`src/rtl/mem_port_arbiter_pkg.sv`:
```
// Shared constants and types for the three-requester memory port arbiter.
package mem_port_arbiter_pkg;

    localparam int WORD_SIZE = 16;
    localparam int NUM_REQ   = 3;

    typedef logic [WORD_SIZE-1:0] word_t;

    localparam logic [1:0] ARB_IDLE  = 2'd0;
    localparam logic [1:0] ARB_ISSUE = 2'd1;
    localparam logic [1:0] ARB_WAIT  = 2'd2;

    localparam logic [1:0] REQ_IF  = 2'd0;
    localparam logic [1:0] REQ_LS  = 2'd1;
    localparam logic [1:0] REQ_DMA = 2'd2;

    // Context latched at grant time and held until the next grant.
    typedef struct packed {
        logic [1:0] id;
        logic       we;
    } grant_t;

    function automatic logic [NUM_REQ-1:0] id_onehot(input logic [1:0] id);
        return NUM_REQ'(1) << id;
    endfunction

    function automatic logic [1:0] wrap3(input logic [1:0] id);
        return (id == REQ_DMA) ? REQ_IF : id + 2'd1;
    endfunction

endpackage

```
`src/rtl/mem_port_arbiter_if.sv`:
```
// Requester and memory-side signals of the arbiter; slave = arbiter, master = environment.
interface mem_port_arbiter_if;
    import mem_port_arbiter_pkg::*;

    logic [NUM_REQ-1:0] req;
    logic [NUM_REQ-1:0] we;
    word_t              addr0, addr1, addr2;
    word_t              wdata0, wdata1, wdata2;
    logic [NUM_REQ-1:0] gnt;
    logic [NUM_REQ-1:0] done;
    logic               err;
    word_t              rdata;
    logic [1:0]         sel;
    logic               mem_req;
    logic               mem_we;
    word_t              mem_addr;
    word_t              mem_wdata;
    logic               mem_ready;
    word_t              mem_rdata;

    modport slave (
        input  req, we, addr0, addr1, addr2, wdata0, wdata1, wdata2, mem_ready, mem_rdata,
        output gnt, done, err, rdata, sel, mem_req, mem_we, mem_addr, mem_wdata
    );

    modport master (
        output req, we, addr0, addr1, addr2, wdata0, wdata1, wdata2, mem_ready, mem_rdata,
        input  gnt, done, err, rdata, sel, mem_req, mem_we, mem_addr, mem_wdata
    );

endinterface

```
`src/rtl/mem_port_arbiter_mux.sv`:
```
// Plain 3:1 word mux steering the granted requester's address/data onto the memory port.
module mux_3to1 #(
    parameter int W = 16
) (
    input  logic [W-1:0] in0,
    input  logic [W-1:0] in1,
    input  logic [W-1:0] in2,
    input  logic [1:0]   sel,
    output logic [W-1:0] out
);
    always_comb begin
        case (sel)
            2'd1:    out = in1;
            2'd2:    out = in2;
            default: out = in0;
        endcase
    end
endmodule

```
`src/rtl/mem_port_arbiter_pick.sv`:
```
// Combinational grant picker. Build option ROUND_ROBIN_EN: rotate from rr_ptr+1;
// otherwise fixed priority 0 > 1 > 2 and rr_ptr is ignored.
module arb_pick
    import mem_port_arbiter_pkg::*;
(
    input  logic [NUM_REQ-1:0] eligible,
    input  logic [1:0]         rr_ptr,
    output logic               valid,
    output logic [1:0]         id
);
    assign valid = |eligible;

`ifdef ROUND_ROBIN_EN
    logic [1:0] s0, s1, s2;

    // Lowest-priority candidate first so the nearest one after rr_ptr overwrites it.
    always_comb begin
        s0 = wrap3(rr_ptr);
        s1 = wrap3(s0);
        s2 = wrap3(s1);
        id = REQ_IF;
        if (eligible[s2]) id = s2;
        if (eligible[s1]) id = s1;
        if (eligible[s0]) id = s0;
    end
`else
    logic unused_rr_ptr;
    assign unused_rr_ptr = ^rr_ptr;

    always_comb begin
        id = REQ_DMA;
        if (eligible[1]) id = REQ_LS;
        if (eligible[0]) id = REQ_IF;
    end
`endif
endmodule

```
`src/rtl/mem_port_arbiter.sv`:
```
// Shares one memory port between fetch, load/store and DMA: grant, issue, wait for ready or watchdog.
// Build option ROUND_ROBIN_EN (in arb_pick) selects round-robin instead of fixed priority.
module mem_port_arbiter
    import mem_port_arbiter_pkg::*;
#(
    parameter int TIMEOUT   = 255,
    parameter int TIMEOUT_W = 8
) (
    input logic               clk,
    input logic               reset,
    mem_port_arbiter_if.slave bus
);
    logic [1:0]           state;
    logic [TIMEOUT_W-1:0] wdog;
    logic [TIMEOUT_W-1:0] wdog_inc;
    logic [1:0]           rr_ptr;
    grant_t               cur;
    logic [NUM_REQ-1:0]   gnt_q, done_q, eligible;
    logic                 err_q, mem_req_q;
    word_t                rdata_q, mem_addr_w, mem_wdata_w;
    logic                 pick_valid, in_txn, finish, timeout;
    logic [1:0]           pick_id;

    // A requester still sees its own done this cycle and cannot be re-granted yet.
    assign eligible = bus.req & ~done_q;
    assign in_txn   = (state == ARB_ISSUE) || (state == ARB_WAIT);
    assign finish   = in_txn && bus.mem_ready;
    assign wdog_inc = wdog + 1'b1;
    assign timeout  = (state == ARB_WAIT) && (wdog_inc == TIMEOUT_W'(TIMEOUT));

    arb_pick u_pick (
        .eligible (eligible),
        .rr_ptr   (rr_ptr),
        .valid    (pick_valid),
        .id       (pick_id)
    );

    always_ff @(posedge clk or posedge reset) begin
        if (reset) begin
            state     <= ARB_IDLE;
            gnt_q     <= '0;
            done_q    <= '0;
            err_q     <= 1'b0;
            rdata_q   <= '0;
            cur       <= '0;
            mem_req_q <= 1'b0;
            wdog      <= '0;
            rr_ptr    <= REQ_DMA;
        end else begin
            done_q    <= '0;
            err_q     <= 1'b0;
            mem_req_q <= 1'b0;
            case (state)
                ARB_IDLE: begin
                    if (pick_valid) begin
                        gnt_q     <= id_onehot(pick_id);
                        cur.id    <= pick_id;
                        cur.we    <= bus.we[pick_id];
                        rr_ptr    <= pick_id;
                        mem_req_q <= 1'b1;
                        state     <= ARB_ISSUE;
                    end
                end
                ARB_ISSUE: begin
                    wdog  <= '0;
                    state <= ARB_WAIT;
                end
                ARB_WAIT: wdog <= wdog_inc;
                default:  state <= ARB_IDLE;
            endcase
            // Completion overrides the transition above; a ready on the timeout cycle wins.
            if (finish || timeout) begin
                done_q <= gnt_q;
                gnt_q  <= '0;
                err_q  <= ~bus.mem_ready;
                state  <= ARB_IDLE;
                if (bus.mem_ready && !cur.we)
                    rdata_q <= bus.mem_rdata;
            end
        end
    end

    mux_3to1 #(.W(WORD_SIZE)) u_addr_mux (
        .in0 (bus.addr0),
        .in1 (bus.addr1),
        .in2 (bus.addr2),
        .sel (cur.id),
        .out (mem_addr_w)
    );

    mux_3to1 #(.W(WORD_SIZE)) u_wdata_mux (
        .in0 (bus.wdata0),
        .in1 (bus.wdata1),
        .in2 (bus.wdata2),
        .sel (cur.id),
        .out (mem_wdata_w)
    );

    assign bus.gnt       = gnt_q;
    assign bus.done      = done_q;
    assign bus.err       = err_q;
    assign bus.rdata     = rdata_q;
    assign bus.sel       = cur.id;
    assign bus.mem_req   = mem_req_q;
    assign bus.mem_we    = cur.we;
    assign bus.mem_addr  = mem_addr_w;
    assign bus.mem_wdata = mem_wdata_w;
endmodule

```
`src/flat_wrapper.sv`:
```
// flat-port wrapper written by rule: the top's interface ports become plain ports
module mem_port_arbiter_flat import mem_port_arbiter_pkg::*;
#(
    parameter int TIMEOUT   = 255,
    parameter int TIMEOUT_W = 8
)
  (clk, reset, bus_req, bus_we, bus_addr0, bus_addr1, bus_addr2, bus_wdata0, bus_wdata1, bus_wdata2, bus_mem_ready, bus_mem_rdata, bus_gnt, bus_done, bus_err, bus_rdata, bus_sel, bus_mem_req, bus_mem_we, bus_mem_addr, bus_mem_wdata);
  mem_port_arbiter_if bus_i ();
  input logic clk;
  input logic reset;
  input wire logic [$bits(bus_i.req)-1:0] bus_req;
  input wire logic [$bits(bus_i.we)-1:0] bus_we;
  input wire logic [$bits(bus_i.addr0)-1:0] bus_addr0;
  input wire logic [$bits(bus_i.addr1)-1:0] bus_addr1;
  input wire logic [$bits(bus_i.addr2)-1:0] bus_addr2;
  input wire logic [$bits(bus_i.wdata0)-1:0] bus_wdata0;
  input wire logic [$bits(bus_i.wdata1)-1:0] bus_wdata1;
  input wire logic [$bits(bus_i.wdata2)-1:0] bus_wdata2;
  input wire logic [$bits(bus_i.mem_ready)-1:0] bus_mem_ready;
  input wire logic [$bits(bus_i.mem_rdata)-1:0] bus_mem_rdata;
  output wire logic [$bits(bus_i.gnt)-1:0] bus_gnt;
  output wire logic [$bits(bus_i.done)-1:0] bus_done;
  output wire logic [$bits(bus_i.err)-1:0] bus_err;
  output wire logic [$bits(bus_i.rdata)-1:0] bus_rdata;
  output wire logic [$bits(bus_i.sel)-1:0] bus_sel;
  output wire logic [$bits(bus_i.mem_req)-1:0] bus_mem_req;
  output wire logic [$bits(bus_i.mem_we)-1:0] bus_mem_we;
  output wire logic [$bits(bus_i.mem_addr)-1:0] bus_mem_addr;
  output wire logic [$bits(bus_i.mem_wdata)-1:0] bus_mem_wdata;
  assign bus_i.req = bus_req;
  assign bus_i.we = bus_we;
  assign bus_i.addr0 = bus_addr0;
  assign bus_i.addr1 = bus_addr1;
  assign bus_i.addr2 = bus_addr2;
  assign bus_i.wdata0 = bus_wdata0;
  assign bus_i.wdata1 = bus_wdata1;
  assign bus_i.wdata2 = bus_wdata2;
  assign bus_i.mem_ready = bus_mem_ready;
  assign bus_i.mem_rdata = bus_mem_rdata;
  assign bus_gnt = bus_i.gnt;
  assign bus_done = bus_i.done;
  assign bus_err = bus_i.err;
  assign bus_rdata = bus_i.rdata;
  assign bus_sel = bus_i.sel;
  assign bus_mem_req = bus_i.mem_req;
  assign bus_mem_we = bus_i.mem_we;
  assign bus_mem_addr = bus_i.mem_addr;
  assign bus_mem_wdata = bus_i.mem_wdata;
  mem_port_arbiter #(.TIMEOUT(TIMEOUT), .TIMEOUT_W(TIMEOUT_W)) u_core (.clk(clk), .reset(reset), .bus(bus_i));
endmodule
```
`config.mk`:
```
export PLATFORM = sky130hd
export DESIGN_NAME = mem_port_arbiter_flat
export DESIGN_NICKNAME = d
export VERILOG_FILES = /design/src/rtl/mem_port_arbiter_pkg.sv /design/src/rtl/mem_port_arbiter_if.sv /design/src/rtl/mem_port_arbiter_mux.sv /design/src/rtl/mem_port_arbiter_pick.sv /design/src/rtl/mem_port_arbiter.sv /design/src/flat_wrapper.sv
export SDC_FILE = /design/constraint.sdc
export NUM_CORES = 1
export LEC_CHECK = 0
export ABC_AREA = 1
export CAP_MARGIN = 20
export CORE_UTILIZATION = 38
export CTS_BUF_LIST = sky130_fd_sc_hd__clkbuf_4 sky130_fd_sc_hd__clkbuf_8
export DETAILED_ROUTE_END_ITERATION = 6
export PLACE_DENSITY = 0.89
export SYNTH_ARGS = -nofsm -noshare
export SYNTH_HDL_FRONTEND = slang
export SYNTH_SLANG_ARGS = --single-unit
```
`constraint.sdc`:
```
create_clock -name clk -period 4.48 [get_ports clk]
set_input_delay 1.344 -clock clk [delete_from_list [all_inputs] [get_ports clk]]
set_output_delay 1.344 -clock clk [all_outputs]
set_load 0.1 [all_outputs]
```
---- Yosys cells after proc, flatten, opt, wreduce, memory -nomap -nowiden ----
Index checks and enable logic that the tools add are counted.
word-level totals
  register bits ........................... 37
  output and inout bits ................... 59
  input bits .............................. 121
operators by class
  muxes and demuxes ....................... 17
  bitwise operators ....................... 3
  shift-type cells ........................ 1
  $add $sub $neg .......................... 1
  equality and inequality tests ........... 7
  magnitude comparators ................... 1
  reduce and logical (&&, ||, !) cells .... 15
operator list
  cell                                                  count
  one-hot mux 16 bit (2 select lines)                   2
  one-hot mux 8 bit (2 select lines)                    1
  two-way mux 3 bit                                     4
  adder 8 x 1 -> 8 bit (second input constant)          1
  equality test 8 bit (second input constant)           1
  two-way mux 2 bit                                     4
  AND reduction 2 bit                                   4
  one-hot mux 2 bit (3 select lines)                    1
  nonzero test 2 bit                                    3
  equality test 2 x 1 -> 1 bit (second input constant)  2
  equality test 2 bit (second input constant)           2
  two-way mux 1 bit                                     4
  bitwise AND 3 bit                                     1
  logical AND 1 bit                                     3
  < comparator 2 x 3 -> 1 bit (second input constant)   1
  != test 3 x 1 -> 1 bit (second input constant)        1
  NOT 3 bit                                             1
  OR reduction 3 bit                                    1
  << shifter 1 x 2 -> 3 bit (first input constant)      1
  binary-select mux 1 bit (select 2 bit)                1
  logical NOT 2 bit                                     1
  logical OR 1 bit                                      2
  != test 2 bit (second input constant)                 1
  logical NOT 1 bit                                     1
  NOT 1 bit                                             1

---- Logic depth before layout (Yosys ltp) ----
Gate-level depths: netlist (run 1).
  depth after elaboration ................. 8
  depth in mapped cells ................... 13
  gate-level depth less buffers ........... 12

---- Modules after synthesis ----
Synthesis (run 1) repeated with hierarchy kept, for this count alone.
unflattened totals
  cells, all modules ...................... 429
  area, all modules ....................... 2793.9 sq um
by module, submodules not included
  module            instances  area each (sq um)  sequential area each (sq um)  cells each
  mem_port_arbiter  1          1779.2             952.2                         208
  mux_3to1          2          496.7              0.0                           108
  arb_pick          1          21.3               0.0                           5

---- Worst setup path after synthesis (run 1) ----
OpenSTA, ideal clock, no wires.
  path kind ............................... register to output
  start point ............................. reg u_core.cur, in the netlist u_core.bus.sel[0]
  end point ............................... out bus_mem_addr[0]
  cell stages (with the launch flop) ...... 8
  buffers on the path ..................... 2
  path slack .............................. -0.299 ns
  required time ........................... 3.136 ns
  arrival ................................. 3.435 ns
  path through ............................ dfrtp_1 > inv_1 > ha_1 > clkbuf_1 > inv_1 > clkbuf_1 > nor2_1 > a21oi_1
on the way
  cells in the longest elaborated chain, start to end .. 2
  elaborated cells on any way between the ends .. 3
  classes of those cells .................. eq/ne: 2; mux: 1
RTL lines
  what                                                                 RTL line                    RTL
  start: declaration                                                   mem_port_arbiter.sv:17      grant_t cur;
  equality test 2 bit or equality test 2 x 1 -> 1 bit (tied branches)  mem_port_arbiter_mux.sv:12  case (sel)
  one-hot mux 16 bit (2 select lines) *                                mem_port_arbiter_mux.sv:12
  end: declaration                                                     flat_wrapper.sv:28          output wire logic [$bits(bus_i.mem_addr)-1:0] bus_mem_addr;
Mark *: on every way between the ends. The rest lies on a longest branch, timed or not.

---- Worst setup path after layout (run 1) ----
  start point ............................. in bus_wdata1[11]
  end point ............................... out bus_mem_wdata[11]
on the way
  cells in the longest elaborated chain, start to end .. 1
RTL lines
  what                                 RTL line                    RTL
  start: declaration                   flat_wrapper.sv:17          input wire logic [$bits(bus_i.wdata1)-1:0] bus_wdata1;
  one-hot mux 16 bit (2 select lines)  mem_port_arbiter_mux.sv:12
  end: declaration                     flat_wrapper.sv:29          output wire logic [$bits(bus_i.mem_wdata)-1:0] bus_mem_wdata;
No other way between the ends.

==> results of run 1 <==
-- worst min path at each step --
stage	slack (ns)	cells after the start	from	to
2_1_floorplan	0.47	2	u_core.state[0]	u_core.state[0]
3_3_place_gp	0.45	2	u_core.bus.rdata[5]	u_core.bus.rdata[5]
3_5_place_dp	0.46	2	u_core.bus.rdata[13]	u_core.bus.rdata[13]
4_1_cts	0.48	2	u_core.bus.rdata[13]	u_core.bus.rdata[13]
5_1_grt	0.50	2	u_core.bus.rdata[7]	u_core.bus.rdata[7]
6_report	0.48	2	u_core.bus.rdata[13]	u_core.bus.rdata[13]
-- cells in the final DEF (no fill, tap or decap), types with 2 or more instances in the layout --
cell type | synthesis | routed
a21oi_1 | 68 | 38
a21oi_2 | 0 | 30
buf_12 | 0 | 32
buf_4 | 2 | 5
clkbuf_8 | 0 | 6
clkdlybuf4s50_1 | 0 | 147
dfrtp_1 | 37 | 37
ha_1 | 8 | 8
inv_1 | 27 | 27
inv_2 | 2 | 2
nand2_1 | 101 | 101
nand2_4 | 2 | 2
nand3_1 | 26 | 26
nor2_1 | 46 | 46
nor2_2 | 3 | 3
o21ai_0 | 6 | 6
o22ai_1 | 4 | 4
-- per-stage QoR --
stage               hold slack (ns)  worst slack [ns]  area, sq um
floorplan                     0.469           0.00594         2500
global placement              0.453             0.653         4660
detailed placement            0.462             0.658         4660
CTS                           0.484             0.659         4780
global route                  0.500             0.615         4780
finish                        0.481             0.628         4780
-- registers in the layout (all words and copies together), names as in the netlist --
register and cells:
u_core.bus.sel 2, u_core.bus.err 1, u_core.bus.mem_req 1, u_core.wdog 8, u_core.state 2, u_core.bus.gnt 3
u_core.bus.done 3, u_core.bus.mem_we 1, u_core.bus.rdata 16
-- tightest hold or removal path: stages, from the launching register on --
cell	delay [ns]
dfrtp_1	0.35
nand2_1	0.05
nand2_1	0.05
-- per-layer routing --
layer / GRT usage [%] / wire length [um]
met2: 49.1 / 4600
met5: 0 / 0
met1: 28.7 / 3300
met4: 15.5 / 388
met3: 11.1 / 968
-- final cells by class --
type / instances / area share, %
timing repair buffer: 184 / 45.0
multi-input combinational: 270 / 28.9
sequential: 37 / 19.4
inverter: 29 / 2.28
tap: 75 / 1.96
clock buffer: 6 / 1.73
clock inverter: 2 / 0.785
-- cell families after synthesis --
group / share of synthesized area [%]
buffers and inverters: 8.02
AOI/OAI and AO/OA: 17.8
DFF: 38.8
adders and majority gates: 4.20
and+or+nand+nor: 31.2
==> qor.csv, run 1 <==
metric,value,unit
status,"complete, no violations",
maxSlewHeadroom,30.8,%
synth-edff-count,0,
area_growth,100,%
rsz0062_at_grt,false,
synth.net_count,483,
grt_overflow,0,
fillCellCount,406,
yosys.area.top_type,dfrtp_1,
crit_slowest_cell,clkdlybuf4s50_1,
synthCells,354,
synth-seq-cells,37,
r2r_setup_slack,2.48,ns
grt_max_degree,38,
ioPinCount,180,
rows,28,
cts_hold_buf,0,
r2r-start,u_core.wdog[0],
drive_gt1_share,15.9,%
path_clk_slew,0.08,ns
timing.rr.end,u_core.bus.rdata[4],
ys_types,21,
final_nets,656,
cts_resized,0,
synthArstFlopShare,100,%
cp_data_required_time,3.14,ns
worst-path-max-fanout,1,
cts_buffers,5,
synthTopCellsByArea,"dfrtp_1 39%, nand2_1 16%, a21oi_1 14%",
clock.fmax,260,MHz
regArea,926,sq um
slew_viol_final,0,
multi_input_area,1380,sq um
die_w,81.2,um
drt_iter0_markers,101,
clock_latency,0.30,ns
final_util,79.8,%
fin_setup_tns,0,ns
synth_top_area_share,38.8,%
dr.pass1.iters,4,
setup_viol,0,
tightest_slew,1.03,ns
drt_wl_total,9260,um
yosys_warnings,0,
ant_nets,0,
grt_antenna_before_repair,0,
drv_cap,0,
cp_num_buf_inv,2,
dp_cells,595,
num_vias,3047,
cts_buffer_depth,2,
wl_per_cell,15.3,um
cts_setup_buffers,0,
vias_per_cell,5.05,
min_path_type,register to register,
finClkSkew,0.00759,ns
core-area,5990,sq um
setup.worst_path.class,input pin to output pin,
fin_cells,603,
synth.cell_area,2390,sq um
cts_tree,built,
end_kind,output pin,
track_usage,28.2,%
fin_crit_sh,86.0,%
grt_pass1_wl,14000,um
route.detailed.drc,0,
start_util,39.8,%
antenna_cells,0,
syn_avg_cell_area,6.74,sq um
htree_levels,2,
die_area,6600,sq um
ys_seq_area_share,38.8,%
yosys-top-cells-count,"101 x nand2_1, 68 x a21oi_1, 46 x nor2_1",
worst_ep_arrival_time,2.51,ns
dp_hpwl,7200,um
worst_path_dominant_cell_family,buffers and inverters,
final-hold-violation-count,0,
rr_worst_depth,11,
yosysMostFrequentCell,nand2_1,
min_period,3.85,ns
cts_root_buf,clkbuf_8,
grt_pass1_vias,2926,
cp-start-kind,input pin,
critical_path.startpoint,bus_wdata1[11],
synth_ff_type,dfrtp_1,
numClockSinks,37,
max_stage_delay,0.46,ns
critPathCapture,bus_mem_wdata[11],
cp_num_cells,4,
numPortBuffers,179,
fp.dieH,81.2,um
crit_chain,"clkdlybuf4s50_1, nand2_1, a21oi_1, buf_12",
gp_congestion,0.818,
Power of run 1 is not shown: default switching activity piles up to over one toggle a cycle in this logic, so the estimate is an artifact.
==> run 2: changes to the inputs <==
--- a/config.mk
+++ b/config.mk
@@ -9,7 +9,9 @@
 export CAP_MARGIN = 20
 export CORE_UTILIZATION = 38
 export CTS_BUF_LIST = sky130_fd_sc_hd__clkbuf_4 sky130_fd_sc_hd__clkbuf_8
+export CTS_CLUSTER_SIZE = 16
 export DETAILED_ROUTE_END_ITERATION = 6
+export HOLD_SLACK_MARGIN = 0.1
 export PLACE_DENSITY = 0.89
 export SYNTH_ARGS = -nofsm -noshare
 export SYNTH_HDL_FRONTEND = slang
==> results of run 2 <==
No change in the layout: final DEF, timing and power equal those of run 1.
Power of run 2 is left out for the same reason.
